File: config.mk
export PLATFORM = sky130hd
export DESIGN_NAME = alu_seq_flat
export DESIGN_NICKNAME = d
export VERILOG_FILES = /design/src/rtl/alu_seq_if.sv /design/src/rtl/alu_seq.sv /design/src/flat_wrapper.sv
export SDC_FILE = /design/constraint.sdc
export NUM_CORES = 1
export LEC_CHECK = 0
export CORE_MARGIN = 5
export CORE_UTILIZATION = 65
export DETAILED_ROUTE_END_ITERATION = 8
export PLACE_DENSITY = 0.84
export SKIP_LAST_GASP = 1
export SYNTH_ARGS = -nofsm -noshare
export SYNTH_HDL_FRONTEND = slang
export SYNTH_SLANG_ARGS = --single-unit
File: constraint.sdc
create_clock -name clk_i -period 5.15 [get_ports clk_i]
set_input_delay 0.7725 -clock clk_i [delete_from_list [all_inputs] [get_ports clk_i]]
set_output_delay 0.7725 -clock clk_i [all_outputs]
set_load 0.1 [all_outputs]
File: src/rtl/alu_seq_if.sv
// Request/response bundle for the registered ALU: operands and opcode go in,
// result, NZCV flags and a one-cycle result strobe come back.
interface alu_seq_if #(
    parameter int BITS = 8
);
    logic            valid_i;
    logic            ready_o;
    logic [3:0]      control_i;
    logic [BITS-1:0] bus_a_i;
    logic [BITS-1:0] bus_b_i;
    logic [BITS-1:0] bus_s_o;
    logic [3:0]      flags_o;
    logic            valid_o;

    modport master (
        output valid_i, control_i, bus_a_i, bus_b_i,
        input  ready_o, bus_s_o, flags_o, valid_o
    );

    modport slave (
        input  valid_i, control_i, bus_a_i, bus_b_i,
        output ready_o, bus_s_o, flags_o, valid_o
    );
endinterface

File: src/rtl/alu_seq.sv
// Execute-stage ALU: single-cycle ops issue back-to-back, MUL runs as a
// BITS-cycle shift-add loop. Result and {N,Z,C,V} are registered and held.
module alu_seq #(
    parameter int BITS = 8
) (
    input  logic      clk_i,
    input  logic      rst_i,
    alu_seq_if.slave  alu
);
    localparam int              CW        = (BITS > 2) ? $clog2(BITS) : 1;
    localparam logic [CW-1:0]   LAST      = CW'(BITS - 1);
    localparam logic [BITS:0]   SHIFT_MAX = (BITS + 1)'(BITS);

    typedef enum logic [3:0] {
        OP_ADD = 4'd0, OP_SUB = 4'd1, OP_SHL = 4'd2, OP_SHR = 4'd3,
        OP_OR  = 4'd4, OP_AND = 4'd5, OP_XOR = 4'd6, OP_NOT = 4'd7,
        OP_MUL = 4'd8
    } opcode_t;

    typedef enum logic {IDLE, MUL_RUN} state_t;

    state_t              state_reg, state_next;
    logic [CW-1:0]       count_reg;
    logic [2*BITS-1:0]   acc_reg, mcand_reg;
    logic [BITS-1:0]     mplier_reg;
    logic [BITS-1:0]     res_reg;
    logic [3:0]          flags_reg;
    logic                valid_reg;

    logic                accept, is_mul, mul_last, shift_in_range;
    logic [BITS-1:0]     a, b, op_res;
    logic                op_c, op_v;
    logic [3:0]          op_flags;
    logic [BITS:0]       sum_ext, diff_ext, shl_ext, shr_ext;
    logic [2*BITS-1:0]   acc_step;

    assign a       = alu.bus_a_i;
    assign b       = alu.bus_b_i;
    assign accept  = alu.valid_i && (state_reg == IDLE);
    assign is_mul  = (alu.control_i == OP_MUL);
    assign mul_last = (count_reg == LAST);

    assign alu.ready_o = (state_reg == IDLE);
    assign alu.bus_s_o = res_reg;
    assign alu.flags_o = flags_reg;
    assign alu.valid_o = valid_reg;

    // Extended shifts keep the last bit shifted out in the extra position.
    assign sum_ext  = {1'b0, a} + {1'b0, b};
    assign diff_ext = {1'b0, a} - {1'b0, b};
    assign shl_ext  = {1'b0, a} << b;
    assign shr_ext  = {a, 1'b0} >> b;
    assign shift_in_range = (b != '0) && ({1'b0, b} <= SHIFT_MAX);

    always_comb begin
        op_res = '0;
        op_c   = 1'b0;
        op_v   = 1'b0;
        case (alu.control_i)
            OP_ADD: begin
                op_res = sum_ext[BITS-1:0];
                op_c   = sum_ext[BITS];
                op_v   = (a[BITS-1] == b[BITS-1]) && (op_res[BITS-1] != a[BITS-1]);
            end
            OP_SUB: begin
                op_res = diff_ext[BITS-1:0];
                op_c   = ~diff_ext[BITS];
                op_v   = (a[BITS-1] != b[BITS-1]) && (op_res[BITS-1] != a[BITS-1]);
            end
            OP_SHL: begin
                if (b == '0) begin
                    op_res = a;
                end else if (shift_in_range) begin
                    op_res = shl_ext[BITS-1:0];
                    op_c   = shl_ext[BITS];
                end
            end
            OP_SHR: begin
                if (b == '0) begin
                    op_res = a;
                end else if (shift_in_range) begin
                    op_res = shr_ext[BITS:1];
                    op_c   = shr_ext[0];
                end
            end
            OP_OR:   op_res = a | b;
            OP_AND:  op_res = a & b;
            OP_XOR:  op_res = a ^ b;
            OP_NOT:  op_res = ~a;
            default: op_res = '0;
        endcase
        op_flags = {op_res[BITS-1], (op_res == '0), op_c, op_v};
    end

    assign acc_step = mplier_reg[0] ? (acc_reg + mcand_reg) : acc_reg;

    always_comb begin
        state_next = state_reg;
        case (state_reg)
            IDLE:    if (accept && is_mul) state_next = MUL_RUN;
            MUL_RUN: if (mul_last)         state_next = IDLE;
            default: state_next = IDLE;
        endcase
    end

    always_ff @(posedge clk_i) begin
        if (rst_i) state_reg <= IDLE;
        else       state_reg <= state_next;
    end

    always_ff @(posedge clk_i) begin
        if (rst_i) begin
            count_reg  <= '0;
            acc_reg    <= '0;
            mcand_reg  <= '0;
            mplier_reg <= '0;
            res_reg    <= '0;
            flags_reg  <= '0;
            valid_reg  <= 1'b0;
        end else begin
            valid_reg <= 1'b0;
            if (accept) begin
                if (is_mul) begin
                    count_reg  <= '0;
                    acc_reg    <= '0;
                    mcand_reg  <= {{BITS{1'b0}}, a};
                    mplier_reg <= b;
                end else begin
                    res_reg   <= op_res;
                    flags_reg <= op_flags;
                    valid_reg <= 1'b1;
                end
            end else if (state_reg == MUL_RUN) begin
                acc_reg    <= acc_step;
                mcand_reg  <= mcand_reg << 1;
                mplier_reg <= mplier_reg >> 1;
                count_reg  <= count_reg + 1'b1;
                if (mul_last) begin
                    res_reg   <= acc_step[BITS-1:0];
                    flags_reg <= {acc_step[BITS-1], (acc_step[BITS-1:0] == '0),
                                  (acc_step[2*BITS-1:BITS] != '0), 1'b0};
                    valid_reg <= 1'b1;
                end
            end
        end
    end
endmodule

File: src/flat_wrapper.sv
// flat-port wrapper written by rule: the top's interface ports become plain ports
module alu_seq_flat 
#(
    parameter int BITS = 8
)
  (clk_i, rst_i, alu_valid_i, alu_control_i, alu_bus_a_i, alu_bus_b_i, alu_ready_o, alu_bus_s_o, alu_flags_o, alu_valid_o);
  alu_seq_if #(.BITS(BITS)) alu_i ();
  input  logic clk_i;
  input  logic rst_i;
  input wire logic [$bits(alu_i.valid_i)-1:0] alu_valid_i;
  input wire logic [$bits(alu_i.control_i)-1:0] alu_control_i;
  input wire logic [$bits(alu_i.bus_a_i)-1:0] alu_bus_a_i;
  input wire logic [$bits(alu_i.bus_b_i)-1:0] alu_bus_b_i;
  output wire logic [$bits(alu_i.ready_o)-1:0] alu_ready_o;
  output wire logic [$bits(alu_i.bus_s_o)-1:0] alu_bus_s_o;
  output wire logic [$bits(alu_i.flags_o)-1:0] alu_flags_o;
  output wire logic [$bits(alu_i.valid_o)-1:0] alu_valid_o;
  assign alu_i.valid_i = alu_valid_i;
  assign alu_i.control_i = alu_control_i;
  assign alu_i.bus_a_i = alu_bus_a_i;
  assign alu_i.bus_b_i = alu_bus_b_i;
  assign alu_ready_o = alu_i.ready_o;
  assign alu_bus_s_o = alu_i.bus_s_o;
  assign alu_flags_o = alu_i.flags_o;
  assign alu_valid_o = alu_i.valid_o;
  alu_seq #(.BITS(BITS)) u_core (.clk_i(clk_i), .rst_i(rst_i), .alu(alu_i));
endmodule
==> results_dict.tcl, run 1 <==
set metrics [dict create \
    rsz0062_at_grt "false" \
    fin_crit_sh_pct 72.89 \
    required_ns 5.40 \
    grt_pass1_vias 5239 \
    die_y_um 100.8 \
    detail_route.wl_per_cell_um 20.09 \
    worst_setup_path_start_kind "input pin" \
    synth_nets 777 \
    drtPass1Iterations 5 \
    grt_pass1_wl_um 26710 \
    synth.most_common_cell "nand2_1" \
    finalHoldViolCount 0 \
    postCtsSetupBuffers 0 \
    wirelength_um 16410 \
    cts_max_path_buffers 2 \
    synth.avg_cell_area_um2 7.546 \
    synthFlopType "dfxtp_1" \
    clk-insertion-delay-late_ns 0.32 \
    grt_max_degree 56 \
    fin_nets 778 \
    end_kind "register" \
    fin_crit_ns 3.754 \
    drive_above_1_share_pct 7.584 \
    synthCells 710 \
    setup_tns_ns 0 \
    synth.distinct_cells 73 \
    max_freq_mhz 266.4 \
    cts_tree "done" \
    io_buffers 36 \
    hold_path.class "reg2reg" \
    synth_warnings 0 \
    fin_skew_ns 0.005253 \
    ir_worst_vdd_uv 193.9 \
    fillCellCount 622 \
    grt_use_total_pct 32.86 \
    leakage_nw 2.154 \
    row_count 33 \
    core_area_um2 8134 \
    place_hpwl_um 12210 \
    drv_slew 0 \
    seq_area_frac_synth_pct 20.92 \
    cts_hold_buf 0 \
    status "finished, final reports clean" \
    cp.arrival_ns 4.01 \
    ys_seq_elements 56 \
    dieWidth_um 100.8 \
    cts_resized 0 \
    ant_nets 0 \
    whs_ns 0.4782 \
    place_congestion 1.049 \
    grt_antenna_before_repair 0 \
    avgViaCountPerCell 6.912 \
    worst-r2r-cell-count 10 \
    numCtsBuffers 5 \
    holdPathStages 2 \
    worst_slew_pin_slew_ns 0.9910 \
    cts.sink_count 56 \
    ff_latch_area_um2 1121 \
    start_util_pct 65.87 \
    p_per_area_nw_per_um2 183.5 \
    clockRootBuffer "clkbuf_8" \
    slew_headroom_pct 33.73 \
    h-tree-depth 2 \
    ioPinCount 37 \
    vias 5647 \
    crit_type "in2reg" \
    dieArea_um2 10160 \
    synth-edff-count 0 \
    setup_viol 0 \
    syn-cell-area_um2 5358 \
    cts.clk_slew.worst_paths_ns 0.11 \
    ys_top_cells_by_area "dfxtp_1, ha_1, nand2_1" \
    syn2layout_area_growth_pct 7.590 \
    async_reset_ff_share_pct 0 \
    multiInputGateArea_um2 3812 \
    yosys.area.top_type "dfxtp_1" \
    cp_max_fo 11 \
    antenna_cells 0 \
    drv_cap 0 \
    synth_commonest_cells "nand2_1, a21oi_1, nor2_1" \
    drc 0 \
    yosysTopAreaCellShare_pct 20.92 \
    dr.first_iter.drc_count 612 \
    gr-total-overflow 0 \
]
metrics by stage:
stage	total power [mW]	cell area (um^2)	std cells	setup slack [ns]	util (%)
after detailed placement	0.7967	5669	809	1.188	69.70
after global routing	1.098	5764	817	1.242	70.87
after global placement	0.7877	5669	809	1.289	69.70
after floorplan	0.7066	5358	710	1.925	-
final	1.058	5764	817	1.396	70.87
after CTS	1.047	5764	817	1.521	70.87
layout by cell type (no fill, tap or decap), drive strengths merged, types with 5 or more instances in the layout:
cell and instances:
nand2 85, a21oi 62, nor2 62, dfxtp 56, inv 44, nand3 42, ha 41, clkdlybuf4s50 35
o21ai 28, a211oi 17, nor3 16, a311oi 15, a31oi 12, buf 12, nor2b 11, mux2i 11
mux4 11, o211ai 10, mux2 10, nand2b 9, nand4 7, a211o 6, or3 6, xor2 6
nor4b 5, o22ai 5, clkbuf 5
kinds of logic after synthesis:
logic type,synth area share [%]
xor gates and xnor gates,1.635
adders and majority gates,10.70
buffers and inverters,7.917
DFF,20.92
and+or+nand+nor,23.96
muxes,8.781
AOI/OAI and AO/OA,26.09
path summary, 6_finish.rpt:
kind | start | to | slack [ns]
worst max-delay path | alu_bus_a_i[0] | u_core.alu.flags_o[1] | 1.40
worst min register to register | u_core.acc_reg[13] | u_core.acc_reg[13] | 0.48
worst max register to register | u_core.acc_reg[0] | u_core.alu.flags_o[1] | 2.33
worst min-delay path | u_core.acc_reg[13] | u_core.acc_reg[13] | 0.48
metal layers:
metal	routed length, um	vias to the layer above	part of all wire, %	GRT usage [%]
met5	0	-	0	0
met4	367	0	2.2	8.808
met3	2109	60	13	8.720
met2	6936	367	42	46.23
met1	6998	2609	43	49.29
li1	-	2611	-	-
critical path, cell delays in order:
cell and delay [ns]:
clkdlybuf4s50_1 0.72, inv_1 0.14, ha_1 0.24, fa_1 0.43, or2_2 0.31, a221o_1 0.35
a211oi_1 0.27, o31ai_1 0.09, a31oi_1 0.29, o221ai_1 0.20, a31oi_1 0.18
where the power goes:
group | internal [mW] | switching (mW)
Clock | 0.0995 | 0.161
Combinational | 0.119 | 0.226
Sequential | 0.444 | 0.00761
Total | 0.663 | 0.395
layout make-up:
class	instances	area share, %
Multi-Input combinational cell	558	66.14
Sequential cell	56	19.45
Timing Repair Buffer	47	7.597
Inverter	43	2.887
Tap cell	105	2.279
Clock buffer	5	1.194
Clock inverter	3	0.4558
Power figures use the tool's default switching activity.
==> run 2: changes to the inputs <==
--- a/config.mk
+++ b/config.mk
@@ -6,9 +6,9 @@
 export NUM_CORES = 1
 export LEC_CHECK = 0
 export CORE_MARGIN = 5
-export CORE_UTILIZATION = 65
+export CORE_UTILIZATION = 61
 export DETAILED_ROUTE_END_ITERATION = 8
-export PLACE_DENSITY = 0.84
+export PLACE_DENSITY = 0.79
 export SKIP_LAST_GASP = 1
 export SYNTH_ARGS = -nofsm -noshare
 export SYNTH_HDL_FRONTEND = slang
==> constraint.sdc (replaced) <==
create_clock -name clk_i -period 3.5 [get_ports clk_i]
set_input_delay 0.525 -clock clk_i [delete_from_list [all_inputs] [get_ports clk_i]]
set_output_delay 0.525 -clock clk_i [all_outputs]
set_load 0.1 [all_outputs]
==> run 2 against run 1 <==
Compared with the run above:
- wire length up 3.4%
- critical path depth is the same
- die area rose by 5.9%
- sequential share of layout area fell by 0.57 points
- utilization down 2.1 points
- final cell count increased by 3.2%
- clock-buffer cell count unchanged
- sequential power grew 47%
- clock skew increased by 0.0052 ns
- combinational power up 52%
- highest routed layer unchanged
==> results_dict.tcl, run 2 (synthesized netlist as in run 1, its figures left out) <==
set metrics [dict create \
    worst-r2r-cell-count 10 \
    cp_max_fo 3 \
    required_ns 3.76 \
    h-tree-depth 2 \
    fin_crit_sh_pct 88.70 \
    fin_crit_ns 3.105 \
    worst_slew_pin_slew_ns 0.9896 \
    row_count 34 \
    layout_commonest_cell "nand2_1" \
    worst_setup_path_start_kind "input pin" \
    grt_antenna_before_repair 0 \
    crit_type "in2reg" \
    drive_above_1_share_pct 10.61 \
    cts_resized 0 \
    grt_use_total_pct 30.14 \
    finalHoldViolCount 0 \
    p_per_area_nw_per_um2 264.7 \
    setup_tns_ns 0 \
    ff2ff_setup_slack_ns 0.60 \
    hold_path.class "reg2reg" \
    holdPathStages 2 \
    cts_max_path_buffers 2 \
    wirelength_um 16970 \
    core_area_um2 8636 \
    path_common_cell "a31oi_1" \
    status "finished, final reports clean" \
    ant_nets 0 \
    final_cell_mix "nand2_1, a21oi_1, nor2_1" \
    worst_slack_ns 0.3954 \
    fin_nets 801 \
    fin_area_um2 5938 \
    place_congestion 1.042 \
    antenna_cells 0 \
    dieWidth_um 103.7 \
    dieArea_um2 10760 \
    place_hpwl_um 12860 \
    dp_slack_ns 0.1130 \
    post-place-cells 835 \
    detail_route.wl_per_cell_um 20.13 \
    grt_pass1_wl_um 27040 \
    critical_path.cell_chain "clkdlybuf4s50_1, inv_1, ha_1, fa_1, or2_2, a221o_1, a211oi_1, o31ai_1, a31oi_1, o221ai_1, a31oi_1" \
    cp.arrival_ns 3.36 \
    ir_worst_vdd_uv 274.7 \
    drtPass1Iterations 5 \
    grt_pass1_vias 5283 \
    ioPinCount 37 \
    drc 0 \
    drv_cap 0 \
    cpPeakStageDelay_ns 0.48 \
    dr.first_iter.drc_count 562 \
    postCtsSetupBuffers 0 \
    avgViaCountPerCell 6.783 \
    clk-insertion-delay-late_ns 0.32 \
    reg2reg_from "u_core.acc_reg[0]" \
    clockRootBuffer "clkbuf_8" \
    cts_hold_buf 0 \
    syn2layout_area_growth_pct 10.84 \
    power_mw 1.572 \
    leakage_nw 2.264 \
    numCtsBuffers 5 \
    whs_ns 0.4678 \
    slowest_stage "clkdlybuf4s50_1" \
    cts_tree "done" \
    reg2reg_to "u_core.alu.flags_o[1]" \
    min_from "u_core.alu.bus_s_o[2]" \
    fin_skew_ns 0.01050 \
    start_util_pct 62.04 \
    cts.clk_slew.worst_paths_ns 0.11 \
    setup_viol 0 \
    final_util_pct 68.76 \
    drv_slew 0 \
    die_y_um 103.7 \
    hold_end "u_core.alu.bus_s_o[2]" \
    rsz0062_at_grt "false" \
    gr-total-overflow 0 \
    end_kind "register" \
    io_buffers 36 \
    max_freq_mhz 322.1 \
    slew_headroom_pct 33.82 \
    cts.sink_count 56 \
    placed_area_um2 5843 \
    final_cells 843 \
    grt_max_degree 55 \
    vias 5718 \
]
-- run 2: changes by cell type in the layout (fill, tap and decap cells not counted), sizes merged --
cell | previous run | this run
buf | 12 | 36
clkdlybuf4s50 | 35 | 34
-- run 2: power by group --
| group | leakage, nW | internal, mW | total, mW | switching, mW |
|---|---|---|---|---|
| clock | 0.0423 | 0.146 | 0.381 | 0.235 |
| sequential | 0.454 | 0.654 | 0.665 | 0.0117 |
| combinational | 1.77 | 0.190 | 0.525 | 0.335 |
| total | 2.26 | 0.990 | 1.57 | 0.582 |
-- run 2: layer usage --
layer	vias up	wire, um	track usage, %
met2	334	7343	44.44
li1	2651	-	-
met3	28	2167	9.204
met1	2705	7246	44.07
met4	0	208	4.718
met5	-	0	0
-- run 2: how the worst max path moves through the flow --
stage                              start               endpoint  depth (start not counted)
final                     alu_bus_a_i[0]  u_core.alu.flags_o[1]                         11
after global placement    alu_bus_a_i[0]  u_core.alu.flags_o[2]                         11
after global routing      alu_bus_a_i[0]  u_core.alu.flags_o[1]                         11
after detailed placement  alu_bus_a_i[0]  u_core.alu.flags_o[1]                         11
after floorplan           alu_bus_a_i[0]  u_core.alu.flags_o[2]                         11
after CTS                 alu_bus_a_i[0]  u_core.alu.flags_o[1]                         11
-- run 2: cell type report --
class                      count  area (um^2)
clock buffer                   5        68.82
clock inverter                 3        26.28
fill                         714         2698
inverter                      43        166.4
multi-input combinational    558         3812
sequential                    56         1121
tap                          108        135.1
timing repair buffer          70        608.1
-- run 2: critical path, delay by kind of cell --
family	cells	cell delay, ns
AO/OA/AOI/OAI	6	1.30
buffers and inverters	2	0.56
adder cells (fa/ha/maj)	2	0.64
AND/OR/NAND/NOR	1	0.32
==> run 3: changes to the inputs <==
--- a/config.mk
+++ b/config.mk
@@ -5,7 +5,7 @@
 export SDC_FILE = /design/constraint.sdc
 export NUM_CORES = 1
 export LEC_CHECK = 0
-export CORE_MARGIN = 5
+export CORE_ASPECT_RATIO = 1.5
 export CORE_UTILIZATION = 61
 export DETAILED_ROUTE_END_ITERATION = 8
 export PLACE_DENSITY = 0.79
==> run 3 against run 2 <==
Compared with the run above:
- fmax shrank 6.3%
- worst setup slack lost 0.21 ns
- design area grew 3.0%
- combinational power grew 3%
- clock power grew 89%
- first-iteration DRC count grew 12%
- largest cell class unchanged
==> results_dict.tcl, run 3 (synthesized netlist as in run 1, its figures left out) <==
set metrics [dict create \
    final_cells 849 \
    ir_worst_vdd_uv 377.0 \
    clockRootBuffer "clkbuf_16" \
    worst_setup_path_start_kind "input pin" \
    drv_slew 0 \
    max_freq_mhz 301.9 \
    die_y_um 116.8 \
    dieArea_um2 9170 \
    cp_max_fo 7 \
    reg2reg_to "u_core.alu.flags_o[1]" \
    ioPinCount 37 \
    required_ns 3.67 \
    gr-total-overflow 0 \
    setup_tns_ns 0 \
    status "finished, final reports clean" \
    cts_hold_buf 0 \
    top_layer_used "met4" \
    placed_area_um2 5899 \
    clk-insertion-delay-late_ns 0.30 \
    grt_use_total_pct 43.90 \
    fillCellCount 694 \
    cts_max_path_buffers 2 \
    avgViaCountPerCell 7.081 \
    cp.arrival_ns 3.48 \
    drc 0 \
    wl_met3_um 1717 \
    dp_slack_ns 0.1059 \
    leakage_nw 2.362 \
    grt_max_degree 31 \
    ff2ff_setup_slack_ns 0.54 \
    place_congestion 1.073 \
    layout_commonest_cell "nand2_1" \
    syn2layout_area_growth_pct 14.18 \
    grt_pass1_wl_um 30200 \
    drv_cap 0 \
    cts.sink_count 56 \
    grt_pass1_vias 5765 \
    fin_crit_sh_pct 94.64 \
    ff_latch_area_um2 1121 \
    numCtsBuffers 5 \
    worst-r2r-cell-count 10 \
    cts_tree "done" \
    dieWidth_um 78.52 \
    post-place-cells 840 \
    place_hpwl_um 14520 \
    setup_viol 0 \
    core_area_um2 8464 \
    start_util_pct 63.30 \
    drtPass1Iterations 5 \
    crit_type "in2reg" \
    cts_resized 0 \
    rsz0062_at_grt "false" \
    wirelength_um 19500 \
    final_cell_mix "nand2_1, a21oi_1, nor2_1" \
    power_mw 1.933 \
    fin_crit_ns 3.312 \
    multiInputGateArea_um2 3812 \
    detail_route.wl_per_cell_um 22.97 \
    vias 6012 \
    h-tree-depth 2 \
    finalHoldViolCount 0 \
    worst_slack_ns 0.1877 \
    ant_nets 0 \
    hold_end "u_core.alu.flags_o[0]" \
    fin_area_um2 6117 \
    met2_length_um 9594 \
    min_from "u_core.alu.flags_o[0]" \
    hold_path.class "reg2reg" \
    worst_slew_pin_slew_ns 1.136 \
    final_util_pct 72.27 \
    cts.clk_slew.worst_paths_ns 0.07 \
    row_count 41 \
    slew_headroom_pct 23.47 \
    fin_skew_ns 0.005698 \
    whs_ns 0.4620 \
    drive_above_1_share_pct 11.34 \
    fin_nets 807 \
    grt_antenna_before_repair 1 \
    postCtsSetupBuffers 0 \
    end_kind "register" \
    io_buffers 36 \
    dr.first_iter.drc_count 632 \
    reg2reg_from "u_core.mcand_reg[0]" \
    wl_met1_um 6242 \
    p_per_area_nw_per_um2 315.9 \
    holdPathStages 2 \
]
run 3: changes by cell type in the layout (fill, tap and decap cells not counted), sizes merged:
| cell | change |
|---|---|
| bufinv | +3 |
| buf | +6 |
| diode | +1 |
| inv | -1 |
| clkinvlp | -2 |
run 3: where the power goes:
part	total, mW	internal [mW]	switching [mW]
registers	0.671	0.653	0.0172
clock network	0.719	0.482	0.236
logic	0.543	0.196	0.348
total	1.93	1.33	0.601
run 3: area by class of cell:
type                            count  area share [%]
Multi-Input combinational cell    558           62.32
Sequential cell                    56           18.33
Timing Repair Buffer               76           10.88
Inverter                           43           2.720
Tap cell                          107           2.189
Clock buffer                        5           2.045
Clock inverter                      3           1.473
Antenna cell                        1         0.04091
run 3: routing by layer:
| metal | vias up | track usage, % |
|---|---|---|
| met2 | 404 | 75.25 |
| met5 | - | 0 |
| met1 | 2814 | 42.90 |
| met3 | 122 | 9.767 |
| li1 | 2672 | - |
| met4 | 0 | 43.83 |
run 3: how the worst max path moves through the flow:
stage | from | endpoint | slack [ns] | cells past startpoint
4_1_cts | alu_bus_a_i[0] | u_core.alu.flags_o[2] | 0.42 | 11
5_1_grt | u_core.mcand_reg[8] | u_core.alu.flags_o[1] | 0.16 | 8
3_3_place_gp | alu_bus_a_i[0] | u_core.alu.flags_o[2] | 0.16 | 11
6_report | alu_control_i[0] | u_core.acc_reg[10] | 0.19 | 10
2_1_floorplan | alu_bus_a_i[0] | u_core.alu.flags_o[2] | 0.52 | 11
3_5_place_dp | alu_bus_a_i[0] | u_core.alu.flags_o[2] | 0.11 | 11
run 3: worst max-delay path: stages:
cell and delay [ns]:
clkdlybuf4s50_1 0.72, buf_4 0.29, nor4b_1 0.36, buf_4 0.20, nand2_1 0.08, nand2_1 0.25
o21ai_0 0.47, and2_1 0.35, a41oi_1 0.17, nor2_1 0.06
